**src/rtl/hazard_unit_if.sv**
```systemverilog
// Bundle between the pipeline datapath and the hazard unit: ID/EX hazard
// observations flowing in, PC and pipeline-register controls flowing out.
interface hazard_unit_if;
   // Level-sensitive control bundle with no valid/ready handshake: the hazard
   // unit samples every input each cycle and the datapath obeys every control
   // output in the same cycle.
   logic [4:0] id_rs1_address;
   logic [4:0] id_rs2_address;
   logic       id_uses_rs1;
   logic       id_uses_rs2;
   logic [4:0] ex_rd_address;
   logic       ex_mem_read;
   logic       ex_muldiv_valid;
   logic       ex_branch_taken;

   logic       pc_write;
   logic       if_id_write;
   logic       if_id_flush;
   logic       id_ex_write;
   logic       id_ex_flush;
   logic       ex_mem_flush;

   modport master (
      output id_rs1_address, id_rs2_address, id_uses_rs1, id_uses_rs2,
      output ex_rd_address, ex_mem_read, ex_muldiv_valid, ex_branch_taken,
      input  pc_write, if_id_write, if_id_flush, id_ex_write, id_ex_flush,
      input  ex_mem_flush
   );

   modport slave (
      input  id_rs1_address, id_rs2_address, id_uses_rs1, id_uses_rs2,
      input  ex_rd_address, ex_mem_read, ex_muldiv_valid, ex_branch_taken,
      output pc_write, if_id_write, if_id_flush, id_ex_write, id_ex_flush,
      output ex_mem_flush
   );
endinterface

```
**src/rtl/hazard_unit.sv**
```systemverilog
// Load-use, taken-branch and multi-cycle mul/div hazard controller for the
// 5-stage core, with a saturating count of front-end stall cycles.
module hazard_unit #(
   parameter int MULDIV_LATENCY = 4,
   parameter int CNT_WIDTH      = 32
) (
   input  logic                 clk,
   input  logic                 rst_n,
   hazard_unit_if.slave         bus,
   output logic                 md_busy,
   output logic [CNT_WIDTH-1:0] stall_count,
   output logic [4:0]           dbg_state
);

   typedef enum logic {
      IDLE = 1'b0,
      BUSY = 1'b1
   } state_t;

   localparam bit          MD_MULTI = (MULDIV_LATENCY > 1);
   localparam int          LOAD_I   = MD_MULTI ? (MULDIV_LATENCY - 2) : 0;
   localparam logic [3:0]  LOAD_CNT = 4'(LOAD_I);

   state_t     state;
   state_t     next_state;
   logic [3:0] md_cnt;
   logic [3:0] next_md_cnt;

   logic       md_start;
   logic       md_hold;
   logic       rs1_hit;
   logic       rs2_hit;
   logic       load_use;

   // Hazard detection terms
   always_comb begin
      md_start = (state == IDLE) && bus.ex_muldiv_valid && MD_MULTI;
      md_hold  = md_start || ((state == BUSY) && (md_cnt != 4'd0));
      rs1_hit  = bus.id_uses_rs1 && (bus.ex_rd_address == bus.id_rs1_address);
      rs2_hit  = bus.id_uses_rs2 && (bus.ex_rd_address == bus.id_rs2_address);
      load_use = bus.ex_mem_read && (bus.ex_rd_address != 5'd0) &&
                 (rs1_hit || rs2_hit);
   end

   always_comb begin
      next_state  = state;
      next_md_cnt = md_cnt;
      unique case (state)
         IDLE: begin
            if (md_start) begin
               next_state  = BUSY;
               next_md_cnt = LOAD_CNT;
            end
         end
         BUSY: begin
            // mul/div and branch inputs are ignored here: EX still holds the
            // same mul/div, so looking at them would retrigger the stall.
            if (md_cnt != 4'd0) begin
               next_md_cnt = md_cnt - 4'd1;
            end else begin
               next_state = IDLE;
            end
         end
         default: begin
            next_state  = IDLE;
            next_md_cnt = 4'd0;
         end
      endcase
   end

   // Control outputs; priority is mul/div hold, taken branch, load-use
   always_comb begin
      bus.pc_write     = 1'b1;
      bus.if_id_write  = 1'b1;
      bus.if_id_flush  = 1'b0;
      bus.id_ex_write  = 1'b1;
      bus.id_ex_flush  = 1'b0;
      bus.ex_mem_flush = 1'b0;
      if (md_hold) begin
         bus.pc_write     = 1'b0;
         bus.if_id_write  = 1'b0;
         bus.id_ex_write  = 1'b0;
         bus.ex_mem_flush = 1'b1;
      end else if ((state == IDLE) && bus.ex_branch_taken) begin
         // Squashing ID also removes any load-use partner it had.
         bus.if_id_flush = 1'b1;
         bus.id_ex_flush = 1'b1;
      end else if ((state == IDLE) && load_use) begin
         bus.pc_write    = 1'b0;
         bus.if_id_write = 1'b0;
         bus.id_ex_flush = 1'b1;
      end
   end

   always_ff @(posedge clk) begin
      if (!rst_n) begin
         state       <= IDLE;
         md_cnt      <= 4'd0;
         stall_count <= '0;
      end else begin
         state  <= next_state;
         md_cnt <= next_md_cnt;
         if (!bus.pc_write && (stall_count != {CNT_WIDTH{1'b1}})) begin
            stall_count <= stall_count + CNT_WIDTH'(1);
         end
      end
   end

   assign md_busy   = (state == BUSY);
   assign dbg_state = {state, md_cnt};

endmodule

```
**src/flat_wrapper.sv**
```systemverilog
// flat-port wrapper written by rule: the top's interface ports become plain ports
module hazard_unit_flat 
#(
   parameter int MULDIV_LATENCY = 4,
   parameter int CNT_WIDTH      = 32
)
  (clk, rst_n, md_busy, stall_count, dbg_state, bus_id_rs1_address, bus_id_rs2_address, bus_id_uses_rs1, bus_id_uses_rs2, bus_ex_rd_address, bus_ex_mem_read, bus_ex_muldiv_valid, bus_ex_branch_taken, bus_pc_write, bus_if_id_write, bus_if_id_flush, bus_id_ex_write, bus_id_ex_flush, bus_ex_mem_flush);
  hazard_unit_if bus_i ();
  input  logic clk;
  input  logic rst_n;
  output logic md_busy;
  output logic [CNT_WIDTH-1:0] stall_count;
  output logic [4:0] dbg_state;
  input wire logic [$bits(bus_i.id_rs1_address)-1:0] bus_id_rs1_address;
  input wire logic [$bits(bus_i.id_rs2_address)-1:0] bus_id_rs2_address;
  input wire logic [$bits(bus_i.id_uses_rs1)-1:0] bus_id_uses_rs1;
  input wire logic [$bits(bus_i.id_uses_rs2)-1:0] bus_id_uses_rs2;
  input wire logic [$bits(bus_i.ex_rd_address)-1:0] bus_ex_rd_address;
  input wire logic [$bits(bus_i.ex_mem_read)-1:0] bus_ex_mem_read;
  input wire logic [$bits(bus_i.ex_muldiv_valid)-1:0] bus_ex_muldiv_valid;
  input wire logic [$bits(bus_i.ex_branch_taken)-1:0] bus_ex_branch_taken;
  output wire logic [$bits(bus_i.pc_write)-1:0] bus_pc_write;
  output wire logic [$bits(bus_i.if_id_write)-1:0] bus_if_id_write;
  output wire logic [$bits(bus_i.if_id_flush)-1:0] bus_if_id_flush;
  output wire logic [$bits(bus_i.id_ex_write)-1:0] bus_id_ex_write;
  output wire logic [$bits(bus_i.id_ex_flush)-1:0] bus_id_ex_flush;
  output wire logic [$bits(bus_i.ex_mem_flush)-1:0] bus_ex_mem_flush;
  assign bus_i.id_rs1_address = bus_id_rs1_address;
  assign bus_i.id_rs2_address = bus_id_rs2_address;
  assign bus_i.id_uses_rs1 = bus_id_uses_rs1;
  assign bus_i.id_uses_rs2 = bus_id_uses_rs2;
  assign bus_i.ex_rd_address = bus_ex_rd_address;
  assign bus_i.ex_mem_read = bus_ex_mem_read;
  assign bus_i.ex_muldiv_valid = bus_ex_muldiv_valid;
  assign bus_i.ex_branch_taken = bus_ex_branch_taken;
  assign bus_pc_write = bus_i.pc_write;
  assign bus_if_id_write = bus_i.if_id_write;
  assign bus_if_id_flush = bus_i.if_id_flush;
  assign bus_id_ex_write = bus_i.id_ex_write;
  assign bus_id_ex_flush = bus_i.id_ex_flush;
  assign bus_ex_mem_flush = bus_i.ex_mem_flush;
  hazard_unit #(.MULDIV_LATENCY(MULDIV_LATENCY), .CNT_WIDTH(CNT_WIDTH)) u_core (.clk(clk), .rst_n(rst_n), .bus(bus_i), .md_busy(md_busy), .stall_count(stall_count), .dbg_state(dbg_state));
endmodule
```
**config.mk**
```make
export PLATFORM = sky130hd
export DESIGN_NAME = hazard_unit_flat
export DESIGN_NICKNAME = d
export VERILOG_FILES = /design/src/rtl/hazard_unit_if.sv /design/src/rtl/hazard_unit.sv /design/src/flat_wrapper.sv
export SDC_FILE = /design/constraint.sdc
export NUM_CORES = 1
export LEC_CHECK = 0
export ABC_AREA = 1
export BUFFER_PORTS_ARGS = -buffer_cell sky130_fd_sc_hd__buf_2
export CORE_MARGIN = 5
export CORE_UTILIZATION = 45
export CTS_CLUSTER_DIAMETER = 40
export CTS_CLUSTER_SIZE = 16
export DETAILED_ROUTE_END_ITERATION = 10
export PLACE_DENSITY_LB_ADDON = 0.25
export SLEW_MARGIN = 20
export SYNTH_ARGS = -nofsm -noshare
export SYNTH_HDL_FRONTEND = slang
export SYNTH_SLANG_ARGS = --single-unit
```
**constraint.sdc**
```tcl
create_clock -name clk -period 1.65 [get_ports clk]
set_input_delay 0.33 -clock clk [delete_from_list [all_inputs] [get_ports clk]]
set_output_delay 0.33 -clock clk [all_outputs]
set_load 0.005 [all_outputs]
```
==> After elaboration in Yosys (flattened, before gate mapping) <==
Index checks and enable logic that the tools add are counted.
{ "totals": {"reg_bits": 37, "input_bits": 22, "wordCells": 42, "output_inout_bits": 44} }
{ "op_classes": {"reduce_logical": 15, "muxes": 16, "bitwise": 1, "n_eq_ne": 5, "add_sub_neg": 2} }
{ "ops": {"columns": ["operator", "count"], "rows": [
  ["32-bit by 1-bit adder with 32-bit output (second input constant)", 1],
  ["32-bit != test (second input constant)", 1],
  ["1-bit two-way mux", 12],
  ["5-bit == test", 2],
  ["1-bit logical AND", 9],
  ["4-bit two-way mux", 2],
  ["4-bit one-hot mux with 2 select lines", 1],
  ["5-bit nonzero test", 1],
  ["4-bit nonzero test", 1],
  ["4-bit by 1-bit subtractor with 4-bit output (second input constant)", 1],
  ["1-bit logical OR", 2],
  ["2-bit by 1-bit != test with 1-bit output (second input constant)", 1],
  ["2-bit != test (second input constant)", 1],
  ["1-bit one-hot mux with 2 select lines", 1],
  ["2-bit AND reduction", 1],
  ["1-bit zero test", 1],
  ["1-bit inverter", 1]
]} }

==> Longest topological paths before layout <==
{ "depth": {"word_depth": 10, "depth_mapped": 13, "depth_no_buf": 12} }

==> Least setup slack after synthesis <==
Ideal clock, no wire load.
{ "synth_path": {"path_type": "register -> output", "from": "reg u_core.md_cnt[0]", "to": "out bus_pc_write", "arrival_time_ns": 1.526, "t_required_ns": 1.320, "stages_incl_launch_ff": 10, "n_path_buf": 3, "setup_slack_ns": -0.206, "path_cell_list": "dfxtp_1 > inv_1 > ha_1 > a31oi_1 > a21oi_2 > nand2_1 > buf_4 > buf_4 > inv_1 > buf_4"} }
{ "synth_via": {"elab_chain_len": 4} }
{ "synth_lines": {"columns": ["item", "line", "text"], "rows": [
  ["start, declared", "hazard_unit.sv:26", "logic [3:0] md_cnt;"],
  ["start signal, assigned", "hazard_unit.sv:102", "md_cnt <= next_md_cnt;"],
  ["4-bit nonzero test", "hazard_unit.sv:38", "md_hold = md_start || ((state == BUSY) && (md_cnt != 4'd0));"],
  ["1-bit logical AND", "hazard_unit.sv:38", null],
  ["1-bit logical OR", "hazard_unit.sv:38", null],
  ["1-bit two-way mux", null, null],
  ["end, declared", "flat_wrapper.sv:22", "output wire logic [$bits(bus_i.pc_write)-1:0] bus_pc_write;"]
]} }
Every way passes these cells.

==> Worst setup path after layout <==
{ "layout_path": {"from": "reg u_core.md_cnt[1]", "to": "out bus_pc_write"} }
{ "layout_via": {"elab_chain_len": 4} }
{ "layout_lines": {"columns": ["item", "line", "text"], "rows": [
  ["4-bit nonzero test", "hazard_unit.sv:38", null],
  ["1-bit logical AND", "hazard_unit.sv:38", null],
  ["1-bit logical OR", "hazard_unit.sv:38", null],
  ["1-bit two-way mux", "hazard_unit.sv:79", "if (md_hold) begin"]
]} }
Every way passes these cells.

==> flow_metrics.env <==
export IMPL_status="finished, violations left"
export IMPL_violations="negative setup slack"
export IMPL_vias=3198
export IMPL_fp_coreArea_um2=5507
export IMPL_r2r_start="u_core.stall_count[0]"
export IMPL_holdBufCountCts=0
export IMPL_seq_area_um2=758.2
export IMPL_end_kind="output pin"
export IMPL_skew_ps=11.67
export IMPL_syn2layout_area_growth_pct=60.33
export IMPL_antenna_found_initial=0
export IMPL_vias_per_cell=5.158
export IMPL_die_y_um=85.11
export IMPL_synth_area_um2=2539
export IMPL_relSlewSlack=0.7597
export IMPL_slew_violations=0
export IMPL_ys_types=30
export IMPL_grt_overflow_total=0
export IMPL_worstPathArrival_ps=1500
export IMPL_post_route_util=0.7392
export IMPL_h_tree_depth=2
export IMPL_critPathLaunchType="register"
export IMPL_cts_tree="done"
export IMPL_cts_path_max_buffers=2
export IMPL_avgSynthCellArea_um2=5.904
export IMPL_io_buffers=65
export IMPL_rows=27
export IMPL_power_leakage_nw=1.982
export IMPL_r2r_end="u_core.stall_count[5]"
export IMPL_required_ps=1320
export IMPL_cp_endpoint="bus_pc_write"
export IMPL_synth_seq_cells=37
export IMPL_yosys_warnings=0
export IMPL_num_fill_cells=399
export IMPL_num_io_pins=66
export IMPL_antennaDiodeCount=0
export IMPL_rsz0062_at_grt="true"
export IMPL_powerDensity_nw_per_um2=634.5
export IMPL_clk_pin_slew_ps=80
export IMPL_initialDrtViolationCount=282
export IMPL_insertion_delay_ps=300
export IMPL_start_util=0.4610
export IMPL_fin_crit_ps=1831
export IMPL_grt_pass1_wl_um=12210
export IMPL_ir_worst_vdd_v=0.0004451
export IMPL_drive_gt1_frac=0.4416
export IMPL_die_area_um2=7244
export IMPL_fmax_ghz=0.5462
export IMPL_synth_fp_nets=455
export IMPL_min_from="rst_n"
export IMPL_synthCells=430
export IMPL_place_gp_congestion=0.8807
export IMPL_hpwl_um=5139
export IMPL_period_share=1.110
export IMPL_synth_seq_area_share=0.2918
export IMPL_grt_max_degree=33
export IMPL_grt_usage=0.2067
export IMPL_worst_slack_ps=-180.8
export IMPL_final_common_cell="nand2_1"
export IMPL_drtAntennaViolNets=0
export IMPL_ff2ff_path_depth=10
export IMPL_wl_per_cell_um=14.32
export IMPL_first_pass_iters=5
export IMPL_drt_total_wl_um=8880
export IMPL_first_global_vias=2751
export IMPL_drc=0
export IMPL_final_cell_mix="nand2_1 (114), nor2_1 (70), buf_2 (65)"
export IMPL_startpoint="u_core.md_cnt[1]"
export IMPL_hold_violations=0
export IMPL_clockRootBuffer="clkbuf_8"
export IMPL_cts_buffers=5
export IMPL_final_setup_tns_ps=-1202
export IMPL_cts_sinks=37
export IMPL_setup_violations=27
export IMPL_drv_cap=0
export IMPL_dp_cells=588
export IMPL_nets=572
export IMPL_fin_cells=620
export IMPL_multi_input_area_um2=1878
export IMPL_die_w_um=85.11
export IMPL_critPathKind="register to output pin"
export IMPL_worstMarginPinSlew_ps=360.5
export IMPL_rrSetupSlack_ps=-70
export IMPL_crit_fanout=5
export IMPL_hp_class="primary input to register"
cells by family (layout without fill, tap and decap cells):
family | Yosys count | count (layout) | synth area share
and+or+nand+nor | 274 | 275 | 0.4805
buffers and inverters | 75 | 192 | 0.1286
AOI/OAI and AO/OA | 41 | 41 | 0.08428
DFF | 37 | 37 | 0.2918
adders and majority gates | 3 | 3 | 0.01479
critical path, stage by stage, from the launching register on:
cell	delay [ps]
dfxtp_2	330
inv_2	70
ha_4	140
a31oi_4	90
a21oi_4	210
buf_12	140
nand2_8	60
inv_2	60
buf_2	100
state kept, by name, summed over array words and instances, names as in the netlist:
| name | cells |
|---|---|
| u_core.md_busy | 1 |
| u_core.md_cnt | 4 |
| u_core.stall_count | 32 |
per-layer routing:
metal	up-vias	global-route usage	share of wire	routed length, µm
met4	0	0.07194	0.039	342
met5	-	0	0	0
met1	1447	0.2512	0.37	3291
met3	33	0.05243	0.082	728
met2	134	0.3524	0.51	4517
li1	1584	-	-	-
through the flow:
stage                     worst slack, ps  cell area (µm²)  hold slack (ps)  total power [mW]
after floorplan                     7.755             2575            453.5             1.231
after global placement             -51.44             3164            462.8             1.357
after detailed placement           -81.41             3164            463.5             1.365
after CTS                          -182.2             3583            296.3             2.358
after global routing               -279.6             4070            319.1             2.691
final                              -180.8             4070            315.9             2.582
worst min-delay path by stage:
stage / to / cells past startpoint
CTS: u_core.md_cnt[0] / 3
global route: u_core.md_cnt[0] / 3
finish: u_core.md_cnt[0] / 3
global placement: u_core.md_cnt[0] / 1
floorplan: u_core.md_cnt[0] / 1
detailed placement: u_core.md_cnt[0] / 1
area by class of cell:
| cell class | count | area share |
|---|---|---|
| inverters | 60 | 0.05626 |
| repair buffers | 124 | 0.2453 |
| multi-input cells | 319 | 0.4614 |
| flip-flops and latches | 37 | 0.1863 |
| clock buffers | 7 | 0.02121 |
| well taps | 72 | 0.02213 |
| clock inverters | 1 | 0.007378 |
where the power goes:
part,leakage [nW],internal [mW],switching (mW)
Clock,0.0585,0.494,0.350
Combinational,1.62,0.419,0.372
Sequential,0.305,0.921,0.0262
cells in the mapped netlist:
library cell | n | area, µm²
clkinv_1 | 1 | 3.750
buf_6 | 2 | 22.52
nor2_4 | 3 | 33.78
a31oi_1 | 1 | 6.260
nand3_4 | 1 | 17.52
inv_2 | 7 | 26.28
nor3_1 | 5 | 25.02
buf_4 | 6 | 45.04
nand3_2 | 2 | 20.02
ha_1 | 3 | 37.54
nor2_2 | 3 | 18.77
nand3_1 | 42 | 210.2
buf_1 | 1 | 3.750
nand4_2 | 1 | 12.51
nand3b_1 | 1 | 7.510
nor2_8 | 1 | 20.02
a21oi_2 | 1 | 8.760
nor2_1 | 80 | 300.3
o21ai_0 | 1 | 5.000
nand4_1 | 7 | 43.79
a221oi_1 | 1 | 8.760
nand2_1 | 121 | 454.2
and2_1 | 1 | 6.260
dfxtp_1 | 37 | 740.7
nand2_2 | 2 | 12.51
nor3b_1 | 2 | 15.01
a21oi_1 | 37 | 185.2
inv_1 | 52 | 195.2
buf_2 | 6 | 30.03
nand2_4 | 2 | 22.52
what timing repair did:
item,in CTS,in global routing
pin swaps,8,26
endpoints found under the setup margin,37,40
setup buffers,9,4
gates cloned,3,8
gates resized for setup,40,73
endpoints found under the hold margin,0,0
Power figures use the tool's default switching activity.
